--- src/rtl/alarm_pkg.sv ---
// alarm_pkg: shared widths, moduli and the editor state encoding for multi_alarm_set.
package alarm_pkg;

  localparam int HOUR_W  = 5;
  localparam int MIN_W   = 6;
  localparam int MIN_MOD = 60;

  // The state value is driven straight onto o_field so the display can blink the active field.
  typedef enum logic [2:0] {
    ST_IDLE    = 3'd0,
    ST_SEL     = 3'd1,
    ST_HOURS   = 3'd2,
    ST_MINUTES = 3'd3,
    ST_ENABLE  = 3'd4,
    ST_DONE    = 3'd5
  } state_e;

endpackage

--- src/rtl/mod_updown.sv ---
// mod_updown: combinational modulo-N +1/-1 step. inc and dec together leave the value unchanged.
module mod_updown #(
  parameter int N = 60,
  parameter int W = 6
) (
  input  logic [W-1:0] val_i,
  input  logic         inc_i,
  input  logic         dec_i,
  output logic [W-1:0] val_o
);

  // Wrap N-1 -> 0 going up and 0 -> N-1 going down.
  always_comb begin
    val_o = val_i;
    if (inc_i && !dec_i) begin
      val_o = (val_i == W'(N - 1)) ? '0 : val_i + 1'b1;
    end else if (dec_i && !inc_i) begin
      val_o = (val_i == '0) ? W'(N - 1) : val_i - 1'b1;
    end
  end

endmodule

--- src/rtl/multi_alarm_set.sv ---
// multi_alarm_set: alarm-bank editor (shared mode/inc/dec buttons) and per-slot time matcher.
// Optional feature macro: ALARM_SNOOZE_EN adds snooze_button and a single pending-snooze target.
// Handshake: buttons are single-cycle pulses sampled on every rising clk edge; there is no
// ready/back-pressure, an edit is taken only while set_alarm_en is high, and mode beats inc/dec.
module multi_alarm_set
  import alarm_pkg::*;
#(
  parameter int  NUM_ALARMS = 4,
  parameter int  HOUR_MOD   = 24,
  parameter int  SNOOZE_MIN = 5,
  localparam int IDX_W      = $clog2(NUM_ALARMS)
) (
  input  logic                         clk,
  input  logic                         rst,
  input  logic                         set_alarm_en,
  input  logic                         mode_button,
  input  logic                         inc_button,
  input  logic                         dec_button,
  input  logic                         stop_button,
`ifdef ALARM_SNOOZE_EN
  input  logic                         snooze_button,
`endif
  input  logic [HOUR_W-1:0]            cur_hours,
  input  logic [MIN_W-1:0]             cur_minutes,
  input  logic [MIN_W-1:0]             cur_seconds,
  output logic [NUM_ALARMS*HOUR_W-1:0] o_hours,
  output logic [NUM_ALARMS*MIN_W-1:0]  o_minutes,
  output logic [NUM_ALARMS-1:0]        o_enable,
  output logic [IDX_W-1:0]             o_sel,
  output logic [2:0]                   o_field,
  output logic                         ack_flag,
  output logic [NUM_ALARMS-1:0]        ring
);

  if (NUM_ALARMS < 2 || !(HOUR_MOD == 12 || HOUR_MOD == 24) || SNOOZE_MIN < 1 || SNOOZE_MIN > 59)
  begin : g_bad_cfg
    $error("multi_alarm_set: parameter out of range");
  end

  state_e           state_q, state_d;
  logic [IDX_W-1:0] sel_q, sel_d;
  logic             inc_ok, dec_ok, wr_ok;
  logic             snz_take;
  logic [NUM_ALARMS-1:0] snz_fire;

  // mode has priority; inc xor dec is the only combination that writes anything
  assign inc_ok = set_alarm_en & ~mode_button & inc_button;
  assign dec_ok = set_alarm_en & ~mode_button & dec_button;
  assign wr_ok  = inc_ok ^ dec_ok;

  // Editor state register
  always_ff @(posedge clk or posedge rst) begin
    if (rst) state_q <= ST_IDLE;
    else     state_q <= state_d;
  end

  // Next-state: dropping the grant returns to IDLE from anywhere without an ack
  always_comb begin
    state_d = state_q;
    if (!set_alarm_en) begin
      state_d = ST_IDLE;
    end else begin
      case (state_q)
        ST_IDLE:    state_d = ST_SEL;
        ST_SEL:     if (mode_button) state_d = ST_HOURS;
        ST_HOURS:   if (mode_button) state_d = ST_MINUTES;
        ST_MINUTES: if (mode_button) state_d = ST_ENABLE;
        ST_ENABLE:  if (mode_button) state_d = ST_DONE;
        default:    state_d = ST_IDLE;
      endcase
    end
  end

  assign o_field  = state_q;
  assign ack_flag = (state_q == ST_DONE);

  mod_updown #(.N(NUM_ALARMS), .W(IDX_W)) u_sel (
    .val_i (sel_q),
    .inc_i (inc_ok && state_q == ST_SEL),
    .dec_i (dec_ok && state_q == ST_SEL),
    .val_o (sel_d)
  );

  // Slot selector register
  always_ff @(posedge clk or posedge rst) begin
    if (rst) sel_q <= '0;
    else     sel_q <= sel_d;
  end

  assign o_sel = sel_q;

  for (genvar gi = 0; gi < NUM_ALARMS; gi++) begin : g_slot
    logic [HOUR_W-1:0] hours_q, hours_d;
    logic [MIN_W-1:0]  min_q, min_d;
    logic              en_q, en_d, ring_q, ring_d;
    logic              hit, wr_h, wr_m, wr_e, match;

    assign hit   = wr_ok && (sel_q == IDX_W'(gi));
    assign wr_h  = hit && (state_q == ST_HOURS);
    assign wr_m  = hit && (state_q == ST_MINUTES);
    assign wr_e  = hit && (state_q == ST_ENABLE);
    assign match = en_q && (cur_hours == hours_q) && (cur_minutes == min_q) && (cur_seconds == '0);

    mod_updown #(.N(HOUR_MOD), .W(HOUR_W)) u_hours (
      .val_i (hours_q), .inc_i (inc_ok & wr_h), .dec_i (dec_ok & wr_h), .val_o (hours_d)
    );

    mod_updown #(.N(MIN_MOD), .W(MIN_W)) u_minutes (
      .val_i (min_q), .inc_i (inc_ok & wr_m), .dec_i (dec_ok & wr_m), .val_o (min_d)
    );

    // Enable and ring next values: an edit of this slot beats a match, a match beats stop
    always_comb begin
      en_d = en_q;
      if (wr_e) en_d = inc_ok;
      ring_d = ring_q;
      if (wr_h || wr_m || wr_e)           ring_d = 1'b0;
      else if (match || snz_fire[gi])     ring_d = 1'b1;
      else if (stop_button || snz_take)   ring_d = 1'b0;
    end

    // Slot registers
    always_ff @(posedge clk or posedge rst) begin
      if (rst) begin
        hours_q <= '0;
        min_q   <= '0;
        en_q    <= 1'b0;
        ring_q  <= 1'b0;
      end else begin
        hours_q <= hours_d;
        min_q   <= min_d;
        en_q    <= en_d;
        ring_q  <= ring_d;
      end
    end

    assign o_hours[gi*HOUR_W +: HOUR_W] = hours_q;
    assign o_minutes[gi*MIN_W +: MIN_W] = min_q;
    assign o_enable[gi]                 = en_q;
    assign ring[gi]                     = ring_q;
  end

`ifdef ALARM_SNOOZE_EN
  logic                  snz_active_q;
  logic [NUM_ALARMS-1:0] snz_mask_q;
  logic [HOUR_W-1:0]     snz_h_q, tgt_h;
  logic [MIN_W-1:0]      snz_m_q, tgt_m;
  logic [MIN_W:0]        min_sum;
  logic                  min_wrap, snz_hit;

  assign min_sum  = {1'b0, cur_minutes} + (MIN_W + 1)'(SNOOZE_MIN);
  assign min_wrap = (min_sum >= (MIN_W + 1)'(MIN_MOD));
  assign tgt_m    = min_wrap ? MIN_W'(min_sum - (MIN_W + 1)'(MIN_MOD)) : min_sum[MIN_W-1:0];

  mod_updown #(.N(HOUR_MOD), .W(HOUR_W)) u_snz_hour (
    .val_i (cur_hours), .inc_i (min_wrap), .dec_i (1'b0), .val_o (tgt_h)
  );

  // stop wins over a simultaneous snooze; snooze with nothing ringing is ignored
  assign snz_take = snooze_button & ~stop_button & (|ring);
  assign snz_hit  = snz_active_q && (cur_hours == snz_h_q) && (cur_minutes == snz_m_q) &&
                    (cur_seconds == '0);
  assign snz_fire = snz_hit ? snz_mask_q : '0;

  // Pending snooze: armed by snooze, cancelled by stop, consumed when the target time arrives
  always_ff @(posedge clk or posedge rst) begin
    if (rst) begin
      snz_active_q <= 1'b0;
      snz_mask_q   <= '0;
      snz_h_q      <= '0;
      snz_m_q      <= '0;
    end else if (stop_button) begin
      snz_active_q <= 1'b0;
    end else if (snz_take) begin
      snz_active_q <= 1'b1;
      snz_mask_q   <= ring;
      snz_h_q      <= tgt_h;
      snz_m_q      <= tgt_m;
    end else if (snz_hit) begin
      snz_active_q <= 1'b0;
    end
  end
`else
  assign snz_take = 1'b0;
  assign snz_fire = '0;
`endif

endmodule

--- config.mk ---
export PLATFORM = sky130hd
export DESIGN_NAME = multi_alarm_set
export DESIGN_NICKNAME = d
export VERILOG_FILES = /design/src/rtl/alarm_pkg.sv /design/src/rtl/mod_updown.sv /design/src/rtl/multi_alarm_set.sv
export SDC_FILE = /design/constraint.sdc
export NUM_CORES = 1
export LEC_CHECK = 0
export ABC_AREA = 1
export CAP_MARGIN = 5
export CORE_MARGIN = 2
export CORE_UTILIZATION = 55
export CTS_CLUSTER_SIZE = 30
export DETAILED_ROUTE_END_ITERATION = 10
export PLACE_DENSITY = 0.82
export SLEW_MARGIN = 20
export SYNTH_ARGS = -nofsm -noshare
export SYNTH_HDL_FRONTEND = slang
export SYNTH_SLANG_ARGS = --single-unit
--- constraint.sdc ---
create_clock -name clk -period 2.4 [get_ports clk]
set_input_delay 0.48 -clock clk [delete_from_list [all_inputs] [get_ports clk]]
set_output_delay 0.48 -clock clk [all_outputs]
set_load 0.01 [all_outputs]
# Word-level counts from Yosys, hierarchy flattened
# Cells that the tools add are included.
dict set report word_totals {
  reg_bits 57
  output_inout_bits 58
  elab_cells 235
}
dict set report op_classes {
  n_addsub 18
  eq_ne 28
  mux 51
  bitwise 21
  n_reduce_logical 99
}
# operator n
set op_table {}
lappend op_table {{2-to-1 mux 6 bit} 16}
lappend op_table {{2-to-1 mux 5 bit} 16}
lappend op_table {{logical AND 1 bit} 48}
lappend op_table {{logical NOT 6 bit} 5}
lappend op_table {{adder 6 x 1 -> 6 bit, second input constant} 4}
lappend op_table {{== test 6 bit} 4}
lappend op_table {{== test 6 bit, second input constant} 4}
lappend op_table {{subtractor 6 x 1 -> 6 bit, second input constant} 4}
lappend op_table {{adder 5 x 1 -> 5 bit, second input constant} 4}
lappend op_table {{== test 5 bit} 4}
lappend op_table {{== test 5 bit, second input constant} 4}
lappend op_table {{logical NOT 5 bit} 4}
lappend op_table {{subtractor 5 x 1 -> 5 bit, second input constant} 4}
lappend op_table {{AND 1 bit} 19}
lappend op_table {{logical NOT 1 bit} 18}
lappend op_table {{nonzero test 2 bit} 9}
lappend op_table {{2-to-1 mux 3 bit} 5}
lappend op_table {{one-hot mux 3 bit (5 select lines)} 1}
lappend op_table {{inequality test 3 bit, second input constant} 4}
lappend op_table {{nonzero test 3 bit} 4}
lappend op_table {{2-to-1 mux 1 bit} 9}
lappend op_table {{logical OR 1 bit} 8}
lappend op_table {{2-to-1 mux 2 bit} 4}
lappend op_table {{== test 3 x 2 -> 1 bit, second input constant} 2}
lappend op_table {{11 further kinds} 13}

# Longest topological paths before layout
# Gate-level depths: netlist of the first run.
dict set report logic_depth {
  word_depth 11
  mapped_depth 15
}

# By module
# Synthesis of the first run repeated with hierarchy kept, for this count alone.
dict set report unflattened {
  hier_cells 934
  area_unflattened_um2 5808.1
}
# mod instances cells_each area_each_um2 seq_area_each_um2
set by_module_without_submodules {}
lappend by_module_without_submodules {multi_alarm_set 1 416 2985.4 1426.4}
lappend by_module_without_submodules {{mod_updown at g_slot[0].u_minutes ...} 4 73 411.6 0.0}
lappend by_module_without_submodules {{mod_updown at g_slot[0].u_hours ...} 4 51 267.8 0.0}
lappend by_module_without_submodules {{mod_updown at u_sel} 1 22 105.1 0.0}

# Worst setup path after synthesis of the first run
# OpenSTA, ideal clock, no wires.
dict set report synth_timing {
  path_kind {input to register}
  start {input port mode_button}
  end {register g_slot[3].hours_q[2]}
  setup_ps 118
  arrival_ps 1924
  required_ps 2282
  slack_ps 358
  cell_stages 13
  path_buffers 0
  cell_sequence {inv_1 -> nand2_2 -> a21oi_4 -> nand3_2 -> nor2_1 -> nand2_1 -> inv_1 -> ha_1 -> inv_1 -> a21oi_1 -> o21ai_0 -> xor2_1 -> inv_1}
}
dict set report synth_between {
  elab_chain_cells 10
  elab_cells_between_ends 15
}
# item line
set synth_lines {}
lappend synth_lines {{from (decl)} multi_alarm_set.sv:16} ;# input logic mode_button,
lappend synth_lines {{inverter 1 bit (*)} {multi_alarm_set.sv:47, multi_alarm_set.sv:48}}
lappend synth_lines {{AND 1 bit (*)} {multi_alarm_set.sv:47, multi_alarm_set.sv:48}}
lappend synth_lines {{AND 1 bit (on tied branches)} {multi_alarm_set.sv:47, multi_alarm_set.sv:48}}
lappend synth_lines {{XOR 1 bit} multi_alarm_set.sv:49} ;# assign wr_ok = inc_ok ^ dec_ok;
lappend synth_lines {{logical AND 1 bit} multi_alarm_set.sv:98} ;# assign hit = wr_ok && (sel_q == IDX_W'(gi));
lappend synth_lines {{logical AND 1 bit} multi_alarm_set.sv:99} ;# assign wr_h = hit && (state_q == ST_HOURS);
lappend synth_lines {{AND 1 bit} multi_alarm_set.sv:105} ;# .val_i (hours_q), .inc_i (inc_ok & wr_h), .dec_i (dec_ok & wr_h), .val_o (hours_d)
lappend synth_lines {{logical NOT 1 bit (on tied branches)} {mod_updown.sv:15, mod_updown.sv:17}}
lappend synth_lines {{logical AND 1 bit (on tied branches)} {mod_updown.sv:15, mod_updown.sv:17}}
lappend synth_lines {{2-to-1 mux 5 bit / nonzero test 2 bit (equally long branches)} --}
lappend synth_lines {{to (signal assigned)} multi_alarm_set.sv:130} ;# hours_q <= hours_d;
lappend synth_lines {{to (decl)} multi_alarm_set.sv:93} ;# logic [HOUR_W-1:0] hours_q, hours_d;
# Every way passes the cells marked *; elsewhere a longest branch is shown, timed or not.
# A chain may end at the register's enable or synchronous reset.

# Worst setup path after layout of the first run
dict set report layout_timing {
  start {input port set_alarm_en}
  end {register g_slot[2].min_q[3]}
}
dict set report layout_between {
  elab_chain_cells 9
  elab_cells_between_ends 14
}
# item line
set layout_lines {}
lappend layout_lines {{from (decl)} multi_alarm_set.sv:15} ;# input logic set_alarm_en,
lappend layout_lines {{AND 1 bit (*)} {multi_alarm_set.sv:47, multi_alarm_set.sv:48}}
lappend layout_lines {{AND 1 bit (on tied branches)} {multi_alarm_set.sv:47, multi_alarm_set.sv:48}}
lappend layout_lines {{XOR 1 bit} multi_alarm_set.sv:49}
lappend layout_lines {{logical AND 1 bit} multi_alarm_set.sv:98}
lappend layout_lines {{logical AND 1 bit} multi_alarm_set.sv:100} ;# assign wr_m = hit && (state_q == ST_MINUTES);
lappend layout_lines {{AND 1 bit} multi_alarm_set.sv:109} ;# .val_i (min_q), .inc_i (inc_ok & wr_m), .dec_i (dec_ok & wr_m), .val_o (min_d)
lappend layout_lines {{logical NOT 1 bit (on tied branches)} {mod_updown.sv:15, mod_updown.sv:17}}
lappend layout_lines {{logical AND 1 bit (on tied branches)} {mod_updown.sv:15, mod_updown.sv:17}}
lappend layout_lines {{2-to-1 mux 6 bit / nonzero test 2 bit (equally long branches)} --}
lappend layout_lines {{to (signal assigned)} multi_alarm_set.sv:131} ;# min_q <= min_d;
lappend layout_lines {{to (decl)} multi_alarm_set.sv:94} ;# logic [MIN_W-1:0] min_q, min_d;
# Marks and branches as above.

==> results_dict.tcl, run 1 <==
set metrics [dict create \
    cts_setup_buffers 0 \
    cp_slowest_cell "clkdlybuf4s50_1" \
    yosys.area.top_type "dfrtp_1" \
    path_cells "clkdlybuf4s50_1 > nand2_4 > a21oi_4 > nand3_2 > nor2_2 > nand2_1 > inv_1 > ha_2 > nor2_1 > nand3_1 > nand2_1 > inv_1" \
    status "complete, no violations" \
    synth_compound_area_frac 0.0922 \
    setup_violations 0 \
    irDropWorstVdd_mv 0.615 \
    numCtsBuffers 9 \
    grt_pass1_vias 5327 \
    io-pin-count 82 \
    core_sq_um 9150 \
    dieArea_sq_um 10100 \
    worst_pin_slew_ps 451 \
    clkTransAtPathRegs_ps 70 \
    cap_violations 0 \
    clk-insertion-delay-late_ps 350 \
    globalRouteMet1Util 0.420 \
    syn2layout_area_growth_pct 26.3 \
    syn_area_sq_um 5140 \
    layout_commonest_cell "nand2_1" \
    grt_max_degree 34 \
    remaining_drc_errors 0 \
    yosys-top-cells-area "dfrtp_1 28%, nand2_1 22%, ha_1 8.0%" \
    worstPathRequired_ps 2640 \
    cts_buffer_depth 2 \
    grt-busiest-layer "met2" \
    cts-root-buf "clkbuf_8" \
    synthAdderAreaFrac 0.0803 \
    post-route-util 0.710 \
    slew_headroom 0.700 \
    fmax_mhz 440 \
    hold_violations 0 \
    hold_buffers 0 \
    synth-edff-count 0 \
    cp_top_family "simple AND/OR/NAND/NOR gates" \
    clock-sinks 57 \
    die-width_um 101 \
    crit_buf_inv 3 \
    fin_nets 983 \
    rows 35 \
    grt_use_total 0.313 \
    yosys_warnings 0 \
    wl_per_cell_um 15.0 \
    fin_skew_ps 6.26 \
    vias 5755 \
    synth-simple-area-share 0.397 \
    synth_top_flop_cell "dfrtp_1" \
    fin_crit_ps 2270 \
    yosys.area.top_type_share 0.277 \
    diodes 0 \
    use_met3 0.0381 \
    max_stage_delay_ps 530 \
    setup.worst_path.class "input pin to flip-flop" \
    cts_max_level 3 \
    grt_pass1_wl_um 25400 \
    firstDrtPassIters 5 \
    power_leakage_nw 3.24 \
    ys_ff_latch 57 \
    avgSynthCellArea_sq_um 6.31 \
    synth.distinct_cells 31 \
    io_buffer_count 81 \
    cp_max_fo 5 \
    dp_hpwl_um 12000 \
    globalRoute.totalOverflow 0 \
    synth_xor_area_frac 0.0579 \
    dieHeight_um 101 \
    ant_nets 0 \
    syn-num-nets 873 \
    antenna_found_initial 0 \
    placed_cells 1026 \
    place.gp.congestion 0.964 \
    synthCells 816 \
    synth_top_family_by_area "simple AND/OR/NAND/NOR gates" \
    cp-start-kind "input pin" \
    drt_wl_total_um 15600 \
    drive_gt1_frac 0.0827 \
    ys_seq_area_frac 0.277 \
    cts_tree "yes" \
    viasPerCell 5.52 \
    final_cells 1042 \
    async_reset_ff_frac 1.00 \
    slew_viol_final 0 \
    finalCritPeriodShare 0.948 \
    worstPathArrival_ps 2520 \
    power_density_nw_per_um2 620 \
    crit_path_end_kind "flip-flop" \
    layout_common_cells "295 x nand2_1, 104 x inv_1, 81 x clkdlybuf4s50_1" \
    muxShareOfSynthArea 0 \
    hold_path.class "input pin to async pin" \
    initial_core_util 0.562 \
    drt_iter0_markers 353 \
    use_met2 0.531 \
]
-- cell families (layout without fill, tap and decap cells) --
kind of cell,count (synthesis),count (layout)
flip-flops,57,57
AO/OA/AOI/OAI,84,84
XOR/XNOR,34,34
adder cells (fa/ha/maj),33,33
AND/OR/NAND/NOR,487,487
buffers and inverters,121,236
-- flip-flops by register name, summed over array words and instances (netlist names) --
signal,cells
g_slot.en_q,4
o_field,3
g_slot.hours_q,20
g_slot.min_q,24
o_sel,2
g_slot.ring_q,4
-- worst min-delay path: stages --
cell and delay (ps):
clkdlybuf4s50_1 410, inv_2 60, buf_4 300
-- final cells by class --
class / count / area [sq um]
Clock inverter: 4 / 50.0
Inverter: 108 / 405
Fill cell: 806 / 2650
Tap cell: 111 / 139
Sequential cell: 57 / 1430
Clock buffer: 12 / 165
Timing Repair Buffer: 112 / 1040
Multi-Input combinational cell: 638 / 3270
-- per-stage QoR --
step / cell area [sq um] / worst slack, ps / total power, mW / hold WS, ps / setup TNS, ps
floorplan: 5140 / 358 / 2.35 / 482 / 0
global placement: 6240 / -209 / 2.95 / 544 / -5060
detailed placement: 6240 / -285 / 2.99 / 549 / -7250
CTS: 6450 / 53.6 / 4.00 / 519 / 0
global route: 6500 / -7.82 / 4.28 / 552 / -12.0
finish: 6500 / 125 / 4.03 / 500 / 0
-- where the power goes --
part / switching, mW / internal, mW
logic: 0.949 / 0.702
clock network: 0.445 / 0.563
registers: 0.279 / 1.09
total: 1.67 / 2.36
-- metal layers --
metal	share of wire	vias up
met5	0	-
met4	0.018	0
met3	0.070	34
met2	0.48	263
met1	0.43	2644
li1	-	2814
-- cell usage after synthesis (5+ instances only) --
library cell  instances
inv_1               105
o21ai_1               5
nand4_1              23
buf_4                 9
o211ai_1              7
dfrtp_1              57
xor2_1               34
nor3_1                5
nand3_1              61
nand2_1             295
ha_1                 33
a21oi_1              27
nor2_1               90
o21ai_0              32
-- timing repair --
| item | in CTS | in global routing |
|---|---|---|
| gates resized for setup | 0 | 16 |
| endpoints found under the hold margin | 0 | 0 |
| endpoints found under the setup margin | 0 | 29 |
-- worst paths after layout --
check / startpoint / endpoint / slack, ps / depth (start not counted)
min reg2reg: g_slot[1].en_q$_DFFE_PP0P_ / g_slot[1].en_q$_DFFE_PP0P_ / 560 / 2
min: rst / o_sel[1]$_DFFE_PP0P_ / 500 / 3
max: set_alarm_en / g_slot[2].min_q[3]$_DFFE_PP0P_ / 130 / 12
max reg2reg: o_field[2]$_DFFE_PP0P_ / g_slot[1].hours_q[2]$_DFFE_PP0P_ / 230 / 13
min in group clk: g_slot[1].en_q$_DFFE_PP0P_ / g_slot[1].en_q$_DFFE_PP0P_ / 560 / 2
max in group asynchronous: rst / g_slot[2].min_q[0]$_DFFE_PP0P_ / 1520 / 3
Power figures use the tool's default switching activity.
==> inputs of run 2 (changes only) <==
- SLEW_MARGIN: 20 -> default
==> results of run 2 <==
Final layout, timing and power as in run 1 (identical DEF).
